$ cat src/rtl/ext_cmd_sequencer.sv
// ext_cmd_sequencer: queues host read/write commands in a small FIFO and issues
// them one at a time on the system_top external access port using the
// level-strobe/ready handshake, returning exactly one response per command.
// Optional feature macro: EXT_SEQ_TIMEOUT_EN adds the ext_ready timeout counter
// and error code 2; without it WAIT holds until ext_ready indefinitely.
module ext_cmd_sequencer #(
   parameter int MESH_SIZE_X    = 2,
   parameter int MESH_SIZE_Y    = 2,
   parameter int CMD_DEPTH      = 4,
   parameter int TIMEOUT_CYCLES = 64
) (
   input  logic                       cpu_clk,
   input  logic                       rst_n,
   input  logic                       cmd_valid,
   output logic                       cmd_ready,
   input  logic                       cmd_write,
   input  logic [7:0]                 cmd_node,
   input  logic [7:0]                 cmd_addr,
   input  logic [31:0]                cmd_wdata,
   output logic [$clog2(CMD_DEPTH):0] cmd_level,
   output logic                       rsp_valid,
   input  logic                       rsp_ready,
   output logic                       rsp_write,
   output logic [31:0]                rsp_rdata,
   output logic [1:0]                 rsp_error,
   output logic [7:0]                 ext_node_select,
   output logic [7:0]                 ext_addr,
   output logic                       ext_write_en,
   output logic                       ext_read_en,
   output logic [31:0]                ext_write_data,
   input  logic [31:0]                ext_read_data,
   input  logic                       ext_ready
);

   localparam int AW = $clog2(CMD_DEPTH);
   localparam int LW = AW + 1;
   localparam logic [LW-1:0] FULL_LEVEL = LW'(CMD_DEPTH);
   localparam logic [4:0] LIMIT_X = 5'(MESH_SIZE_X);
   localparam logic [4:0] LIMIT_Y = 5'(MESH_SIZE_Y);

   typedef enum logic [1:0] {IDLE, WAIT, RESP} state_t;

   state_t state, state_next;

   logic          fifo_write [CMD_DEPTH];
   logic [7:0]    fifo_node  [CMD_DEPTH];
   logic [7:0]    fifo_addr  [CMD_DEPTH];
   logic [31:0]   fifo_wdata [CMD_DEPTH];
   logic [AW-1:0] wr_ptr, rd_ptr;
   logic [LW-1:0] level_next;

   logic          push, pop;
   logic          head_write;
   logic [7:0]    head_node, head_addr;
   logic [31:0]   head_wdata;
   logic          node_ok;

   logic          issue, reject, done_ok, done_timeout, accept;
   logic          timed_out;

   assign push       = cmd_valid && cmd_ready;
   assign pop        = issue || reject;
   assign head_write = fifo_write[rd_ptr];
   assign head_node  = fifo_node[rd_ptr];
   assign head_addr  = fifo_addr[rd_ptr];
   assign head_wdata = fifo_wdata[rd_ptr];
   assign node_ok    = ({1'b0, head_node[7:4]} < LIMIT_X) && ({1'b0, head_node[3:0]} < LIMIT_Y);

   // FIFO storage is written on every accepted push; no reset needed for the payload
   always_ff @(posedge cpu_clk) begin
      if (push) begin
         fifo_write[wr_ptr] <= cmd_write;
         fifo_node[wr_ptr]  <= cmd_node;
         fifo_addr[wr_ptr]  <= cmd_addr;
         fifo_wdata[wr_ptr] <= cmd_wdata;
      end
   end

   // Occupancy after this edge; a simultaneous push and pop leaves it unchanged
   always_comb begin
      level_next = cmd_level;
      if (push && !pop) begin
         level_next = cmd_level + 1'b1;
      end else if (pop && !push) begin
         level_next = cmd_level - 1'b1;
      end
   end

   // FIFO pointers, occupancy and the registered not-full flag
   always_ff @(posedge cpu_clk or negedge rst_n) begin
      if (!rst_n) begin
         wr_ptr    <= '0;
         rd_ptr    <= '0;
         cmd_level <= '0;
         cmd_ready <= 1'b1;
      end else begin
         if (push) begin
            wr_ptr <= wr_ptr + 1'b1;
         end
         if (pop) begin
            rd_ptr <= rd_ptr + 1'b1;
         end
         cmd_level <= level_next;
         cmd_ready <= (level_next != FULL_LEVEL);
      end
   end

`ifdef EXT_SEQ_TIMEOUT_EN
   localparam int TW = $clog2(TIMEOUT_CYCLES + 1);

   logic [TW-1:0] wait_count;

   assign timed_out = (wait_count == TW'(TIMEOUT_CYCLES - 1));

   // Counts sampling edges spent in WAIT without ready; cleared on each issue
   always_ff @(posedge cpu_clk or negedge rst_n) begin
      if (!rst_n) begin
         wait_count <= '0;
      end else if (issue) begin
         wait_count <= '0;
      end else if ((state == WAIT) && !ext_ready) begin
         wait_count <= wait_count + 1'b1;
      end
   end
`else
   assign timed_out = 1'b0;
`endif

   // State register
   always_ff @(posedge cpu_clk or negedge rst_n) begin
      if (!rst_n) begin
         state <= IDLE;
      end else begin
         state <= state_next;
      end
   end

   // Next-state selection
   always_comb begin
      state_next = state;
      case (state)
         IDLE: if (cmd_level != '0) state_next = node_ok ? WAIT : RESP;
         WAIT: if (ext_ready || timed_out) state_next = RESP;
         RESP: if (rsp_ready) state_next = IDLE;
         default: state_next = IDLE;
      endcase
   end

   // Per-state action strobes that drive the registered outputs
   always_comb begin
      issue        = 1'b0;
      reject       = 1'b0;
      done_ok      = 1'b0;
      done_timeout = 1'b0;
      accept       = 1'b0;
      case (state)
         IDLE: begin
            if (cmd_level != '0) begin
               issue  = node_ok;
               reject = !node_ok;
            end
         end
         WAIT: begin
            if (ext_ready) begin
               done_ok = 1'b1;
            end else if (timed_out) begin
               done_timeout = 1'b1;
            end
         end
         RESP: accept = rsp_ready;
         default: ;
      endcase
   end

   // Registered ext port and response outputs; the enables double as the op type in WAIT
   always_ff @(posedge cpu_clk or negedge rst_n) begin
      if (!rst_n) begin
         ext_node_select <= '0;
         ext_addr        <= '0;
         ext_write_data  <= '0;
         ext_write_en    <= 1'b0;
         ext_read_en     <= 1'b0;
         rsp_valid       <= 1'b0;
         rsp_write       <= 1'b0;
         rsp_rdata       <= '0;
         rsp_error       <= '0;
      end else begin
         if (issue) begin
            ext_node_select <= head_node;
            ext_addr        <= head_addr;
            ext_write_data  <= head_wdata;
            ext_write_en    <= head_write;
            ext_read_en     <= !head_write;
         end
         if (reject) begin
            rsp_valid <= 1'b1;
            rsp_write <= head_write;
            rsp_rdata <= '0;
            rsp_error <= 2'd1;
         end
         if (done_ok) begin
            ext_write_en <= 1'b0;
            ext_read_en  <= 1'b0;
            rsp_valid    <= 1'b1;
            rsp_write    <= ext_write_en;
            rsp_rdata    <= ext_read_en ? ext_read_data : '0;
            rsp_error    <= 2'd0;
         end
         if (done_timeout) begin
            ext_write_en <= 1'b0;
            ext_read_en  <= 1'b0;
            rsp_valid    <= 1'b1;
            rsp_write    <= ext_write_en;
            rsp_rdata    <= '0;
            rsp_error    <= 2'd2;
         end
         if (accept) begin
            rsp_valid <= 1'b0;
         end
      end
   end

endmodule

$ cat config.mk
export PLATFORM = sky130hd
export DESIGN_NAME = ext_cmd_sequencer
export DESIGN_NICKNAME = d
export VERILOG_FILES = /design/src/rtl/ext_cmd_sequencer.sv
export SDC_FILE = /design/constraint.sdc
export NUM_CORES = 1
export LEC_CHECK = 0
export ABC_AREA = 1
export ABC_CLOCK_PERIOD_IN_PS = 4600
export CAP_MARGIN = 40
export CORE_MARGIN = 4
export CORE_UTILIZATION = 40
export CTS_CLUSTER_DIAMETER = 100
export CTS_CLUSTER_SIZE = 20
export DETAILED_ROUTE_END_ITERATION = 7
export GPL_TIMING_DRIVEN = 0
export PLACE_DENSITY = 0.7
export SKIP_LAST_GASP = 1
export SLEW_MARGIN = 20
export SYNTH_ARGS = -nofsm -noshare
export SYNTH_HDL_FRONTEND = slang
export SYNTH_SLANG_ARGS = --single-unit
$ cat constraint.sdc
create_clock -name cpu_clk -period 4.6 [get_ports cpu_clk]
set_input_delay 0.92 -clock cpu_clk [delete_from_list [all_inputs] [get_ports cpu_clk]]
set_output_delay 0.92 -clock cpu_clk [all_outputs]
set_load 0.01 [all_outputs]
==> out/metrics.cfg, run 1 <==
[status]
outcome = complete, no violations

[die]
initial_core_util_pct = 40.5
dieArea_um2 = 30900
die_width_um = 176
die_height_um = 176
io_pins = 176
num_rows = 61
core_um2 = 27800

[layout]
syn_to_final_growth_pct = 26.5
finalNonFillerCells = 1523
ff_latch_area_um2 = 8260
fin_nets = 1225
fill_cells = 2448
drive_above_1_share_pct = 5.94
multi_input_area_um2 = 2450

[setup_path]
path_cells = clkdlybuf4s50_1
cpPeakStageDelay_ns = 0.54
crit_required_ns = 3.68
critPathTopFamily = flip-flops
critPathMaxFanout = 2
critical_path.startpoint_type = flip-flop
path_buf_inv = 1
critPathCaptureType = primary output
cpMaxStageDelayCell = dfstp_2
critPathArrivalTime_ns = 1.55
rrSetupSlack_ns = 2.34
path_class = reg -> out

[placement]
gp_congestion = 0.792
dp_hpwl_um = 18100
dp_cells = 1490
port-buffer-count = 174

[cts]
cts_setup_buffers = 0
ctsResizeCount = 0
cts_tree = built
clkSinkCount = 291
cts_root_buf = clkbuf_16
cts_inserted_buffers = 18
cts_buffer_depth = 3
clkSlewWorstSetupHoldPaths_ns = 0.09
h-tree-depth = 1
hold_buffers = 0
clock_latency_ns = 0.51

[timing]
fin_hold_ws_ns = 0.367
tightest_slew_ns = 0.639
fin_crit_sh_pct = 53.7
fin_skew_ns = 0.0207
max_freq_ghz = 0.405
rsz0062_at_grt = no
finalSetupViolCount = 0
period_needed_ns = 2.47
slew_viol_final = 0
hold_viol_final = 0
slew_headroom_pct = 57.3
fin_setup_tns_ns = 0

[routing]
dr.pass1.iters = 4
ant_nets = 0
drt-initial-drc-count = 457
drc = 0
post_drt_wl_per_cell_um = 17.5
vias = 7488
drt_wl_total_um = 26600
avgViaCountPerCell = 4.92

[yosys]
synth.avg_cell_area_um2 = 12.1
ys_warn_count = 0
synth_cell_types = 30
ys_ff_latch = 291
syn-num-nets = 1022
synthArstFlopShare_pct = 32.6
ys.flop_type = edfxtp_1
synth_most_common_cell = edfxtp_1
synth_cells = 929
yosys.area.top_type = edfxtp_1
synth_common_cells = 196 x edfxtp_1, 132 x nand2_1, 100 x nor2_1
synth.yosys.seq_area_share_pct = 73.4
syn_area_um2 = 11300
synth_edf_count = 196
synth_area_leaders = edfxtp_1 52%, dfrtp_1 21%, nand2_1 4.4%
synth_top_area_share_pct = 52.3

[global_routing]
track_usage_pct = 16.8
grt_max_degree = 53
grt_pass1_vias = 7514
grt_antenna_before_repair = 1
grt_pass1_wl_um = 41000
grt.overflow.total = 0

[pwr]
power_density_nw_per_um2 = 565
power.total_w = 0.00804
power.leakage_nw = 5.60
ir_drop_mv = 0.371

[min_path]
min_path_type = in -> async

[flow_run]
drv_cap = 0

==> per-layer routing <==
layer | GRT usage (%) | part of all wire (%) | up-vias
li1 | - | - | 3601
met1 | 22.9 | 44 | 3615
met2 | 28.7 | 48 | 247
met3 | 3.23 | 6.6 | 23
met4 | 2.63 | 1.0 | 2
met5 | 0 | 0.075 | -
==> registers in the layout, indices dropped and copies added, names as in the netlist <==
signal and count:
fifo_wdata 128, ext_write_data 32, fifo_addr 32, fifo_node 32, rsp_rdata 32, ext_addr 8, ext_node_select 8, fifo_write 4
cmd_level 3, rd_ptr 2, state 2, wr_ptr 2, cmd_ready 1, ext_read_en 1, ext_write_en 1, rsp_error 1
rsp_valid 1, rsp_write 1
==> logic make-up (layout without fill, tap and decap cells) <==
kind of cell | after synthesis | count (layout) | share of synthesized area, %
other | 1 | 2 | 0.0333
AND/OR/NAND/NOR | 322 | 322 | 11.9
adder cells (fa/ha/maj) | 7 | 7 | 0.778
buffers and inverters | 127 | 342 | 5.07
AO/OA/AOI/OAI | 177 | 177 | 8.46
XOR/XNOR | 4 | 4 | 0.311
flip-flops | 291 | 291 | 73.4
==> placed cells by master, fill, tap and decap left out, drive strengths merged, types with 2 or more instances in the layout <==
cell type	n
nand2	134
ha	7
or2	2
inv	71
o22ai	42
clkdlybuf4s50	173
clkbuf	63
dfrtp	94
nand3	82
edfxtp	196
o21ai	132
a21oi	2
clkinv	2
xor2	4
nor2	102
buf	33
==> final timing paths <==
check,to,depth (start not counted),start
worst max-delay path,cmd_ready,1,cmd_ready
worst min-delay path,rsp_rdata[22],1,rst_n
worst max register to register,ext_write_data[14],11,rd_ptr[1]
worst min register to register,ext_node_select[5],2,ext_node_select[5]
max in group asynchronous,ext_addr[0],2,rst_n
min in group cpu_clk,ext_node_select[5],2,ext_node_select[5]
==> where the power goes <==
| part | switching, W | leakage, nW | internal, W |
|---|---|---|---|
| combinational | 0.00175 | 2.28 | 0.00112 |
| sequential | 0.000203 | 3.07 | 0.00339 |
| clock | 0.000832 | 0.249 | 0.000752 |
==> through the flow <==
stage | utilization [%] | setup WS [ns] | area [µm²]
after floorplan | - | 1.03 | 11300
after global placement | 48.5 | -1.33 | 13500
after detailed placement | 49.4 | 1.64 | 13700
after CTS | 51.2 | 2.10 | 14200
after global routing | 51.2 | 2.08 | 14200
final | 51.2 | 2.13 | 14200
==> cell type report <==
class                   instances  share of cell area, %
diodes                          1                 0.0176
plain buffers                  56                   2.14
clock buffers                  30                   3.48
clock inverters                 2                  0.193
inverters                      71                   1.87
multi-input cells             511                   17.2
flip-flops and latches        291                   58.0
well taps                     378                   3.32
repair buffers                183                   13.7
(Power assumes the default switching activity.)
==> run 2, diff against run 1 <==
--- a/config.mk
+++ b/config.mk
@@ -6,7 +6,7 @@
 export NUM_CORES = 1
 export LEC_CHECK = 0
 export ABC_AREA = 1
-export ABC_CLOCK_PERIOD_IN_PS = 4600
+export ABC_CLOCK_PERIOD_IN_PS = 2000
 export CAP_MARGIN = 40
 export CORE_MARGIN = 4
 export CORE_UTILIZATION = 40
@@ -14,7 +14,7 @@
 export CTS_CLUSTER_SIZE = 20
 export DETAILED_ROUTE_END_ITERATION = 7
 export GPL_TIMING_DRIVEN = 0
-export PLACE_DENSITY = 0.7
+export PLACE_DENSITY = 0.73
 export SKIP_LAST_GASP = 1
 export SLEW_MARGIN = 20
 export SYNTH_ARGS = -nofsm -noshare
==> constraint.sdc (replaced) <==
create_clock -name cpu_clk -period 2 [get_ports cpu_clk]
set_input_delay 0.4 -clock cpu_clk [delete_from_list [all_inputs] [get_ports cpu_clk]]
set_output_delay 0.4 -clock cpu_clk [all_outputs]
set_load 0.01 [all_outputs]
==> out/metrics.cfg, run 2 (synthesized netlist as in run 1, its figures left out) <==
[pwr]
power.total_w = 0.0191  ; was 0.00804 W
power.leakage_nw = 5.83  ; was 5.60 nW
power_density_nw_per_um2 = 1300  ; was 565 nW/µm²
ir_drop_mv = 0.760  ; was 0.371 mV

[setup_path]
rrSetupSlack_ns = 0.02  ; was 2.34 ns
critPathMaxFanout = 8  ; was 2
crit_required_ns = 2.39  ; was 3.68 ns
reg2reg_to = ext_addr[5]  ; was ext_write_data[14]
reg2reg_from = rd_ptr[0]  ; was rd_ptr[1]
path_class = reg -> reg  ; was reg -> out
crit_path_start = rd_ptr[0]  ; was cmd_ready
ff2ff_path_depth = 13  ; was 11
endpoint = ext_addr[5]  ; was cmd_ready
critical_path.startpoint_type = flip-flop  ; unchanged
critPathCaptureType = flip-flop  ; was primary output
critPathArrivalTime_ns = 2.37  ; was 1.55 ns

[placement]
dp_cells = 1490  ; unchanged
gp_congestion = 0.778  ; was 0.792
port-buffer-count = 174  ; unchanged
dp_hpwl_um = 18200  ; was 18100 µm

[layout]
post-route-util_pct = 53.0  ; was 51.2%
diodes = 0  ; was 1
final_common_cell = edfxtp_1  ; unchanged
drive_above_1_share_pct = 10.2  ; was 5.94%
final_cell_mix = 196 x edfxtp_1, 172 x clkdlybuf4s50_1, 114 x nand2_1  ; was 196 x edfxtp_1, 173 x clkdlybuf4s50_1, 132 x nand2_1
fin_nets = 1245  ; was 1225
fill_cells = 2375  ; was 2448
largest_register = fifo_wdata  ; unchanged
largest_reg_flops = 128  ; unchanged
syn_to_final_growth_pct = 30.7  ; was 26.5%
finalNonFillerCells = 1541  ; was 1523

[die]
die_width_um = 176  ; unchanged
initial_core_util_pct = 40.5  ; unchanged
io_pins = 176  ; unchanged
num_rows = 61  ; unchanged
dieArea_um2 = 30900  ; unchanged
core_um2 = 27800  ; unchanged
die_height_um = 176  ; unchanged

[timing]
fin_crit_sh_pct = 98.9
period_needed_ns = 1.98
max_freq_ghz = 0.506
rsz0062_at_grt = yes  ; was no
hold_viol_final = 0  ; unchanged
slew_headroom_pct = 60.1  ; was 57.3%
finalSetupViolCount = 0  ; unchanged
fin_skew_ns = 0.0211  ; was 0.0207 ns
tightest_slew_ns = 0.598  ; was 0.639 ns
fin_hold_ws_ns = 0.405  ; was 0.367 ns
slew_viol_final = 0  ; unchanged

[status]
outcome = complete, no violations  ; unchanged

[global_routing]
grt_max_degree = 50  ; was 53
track_usage_pct = 17.1  ; was 16.8%
grt_antenna_before_repair = 4  ; was 1
grt_pass1_vias = 7575  ; was 7514
grt.overflow.total = 0  ; unchanged
grt_pass1_wl_um = 41800  ; was 41000 µm

[cts]
h-tree-depth = 1  ; unchanged
clock_latency_ns = 0.52  ; was 0.51 ns
clkSlewWorstSetupHoldPaths_ns = 0.09  ; about the same
cts_inserted_buffers = 18  ; unchanged
cts_buffer_depth = 3  ; unchanged
cts_root_buf = clkbuf_16  ; unchanged
cts_tree = built  ; unchanged
clkSinkCount = 291  ; unchanged

[min_path]
min_path_type = in -> async  ; unchanged

[routing]
post_drt_wl_per_cell_um = 18.0  ; was 17.5 µm
ant_nets = 0  ; unchanged
avgViaCountPerCell = 4.99  ; was 4.92
dr.pass1.iters = 4  ; unchanged
drt-initial-drc-count = 454  ; was 457
drc = 0  ; unchanged
drt_wl_total_um = 27700  ; was 26600 µm
vias = 7683  ; was 7488

[flow_run]
drv_cap = 0  ; unchanged

==> run 2: area by class of cell <==
type | instances | area [µm²] | area share, %
sequential | 291 | 8270 | 56.2
multi-input combinational | 511 | 2560 | 17.4
timing repair buffer | 203 | 2250 | 15.3
clock buffer | 29 | 492 | 3.34
tap | 378 | 473 | 3.21
buffer | 56 | 375 | 2.55
inverter | 71 | 272 | 1.85
clock inverter | 2 | 27.5 | 0.187
==> run 2: power by group <==
group / leakage (nW) / switching [W] / internal (W)
Clock: 0.248 / 0.00193 / 0.00172
Combinational: 2.51 / 0.00419 / 0.00296
Sequential: 3.07 / 0.000500 / 0.00779
==> run 2: routing by layer <==
metal / vias to the layer above / GRT usage, % / share of wire, %
met5: - / 0 / 0.18
met4: 8 / 3.25 / 1.8
met3: 40 / 3.55 / 6.8
met2: 255 / 29.6 / 49
met1: 3724 / 22.7 / 43
li1: 3656 / - / -
==> run 2: stage by stage <==
stage          setup TNS [ns]  cell area, µm²  setup WS, ns
6_report                    0           14700        0.0223
5_1_grt                 -1.38           14700       -0.0614
4_1_cts                     0           14300       0.00128
3_5_place_dp           -42.57           13700        -0.350
3_3_place_gp          -683.56           13500         -3.35
2_1_floorplan          -84.67           11300        -0.432
==> run 2: worst min-delay path by stage <==
stage,startpoint,to,slack [ns],depth (start not counted)
final,rst_n,ext_write_en,0.40,2
after global routing,rst_n,ext_write_en,0.43,2
after CTS,rst_n,ext_write_data[31],0.41,2
after detailed placement,rst_n,ext_node_select[5],0.39,1
after global placement,ext_node_select[7],ext_node_select[7],0.45,2
after floorplan,rst_n,cmd_level[0],0.10,0
==> run 2: worst max-delay path, stage by stage, from the launching register on <==
cell and delay [ns]:
dfrtp_1 0.42, buf_6 0.15, buf_6 0.12, nand2_1 0.05
nand3_1 0.10, nand2_2 0.08, nand2_2 0.06, nor2_4 0.13
nand4_4 0.14, buf_12 0.17, buf_16 0.16, clkbuf_16 0.17
nand2_1 0.05, o21ai_1 0.06
==> run 2: timing repair <==
action                     CTS  global route
setup buffers                3            12
setup endpoints to repair   51            93
hold endpoints to repair    47             0
pin swaps                    0            17
resized for setup           10            52
cloned                       1             3
hold buffers                 1             0
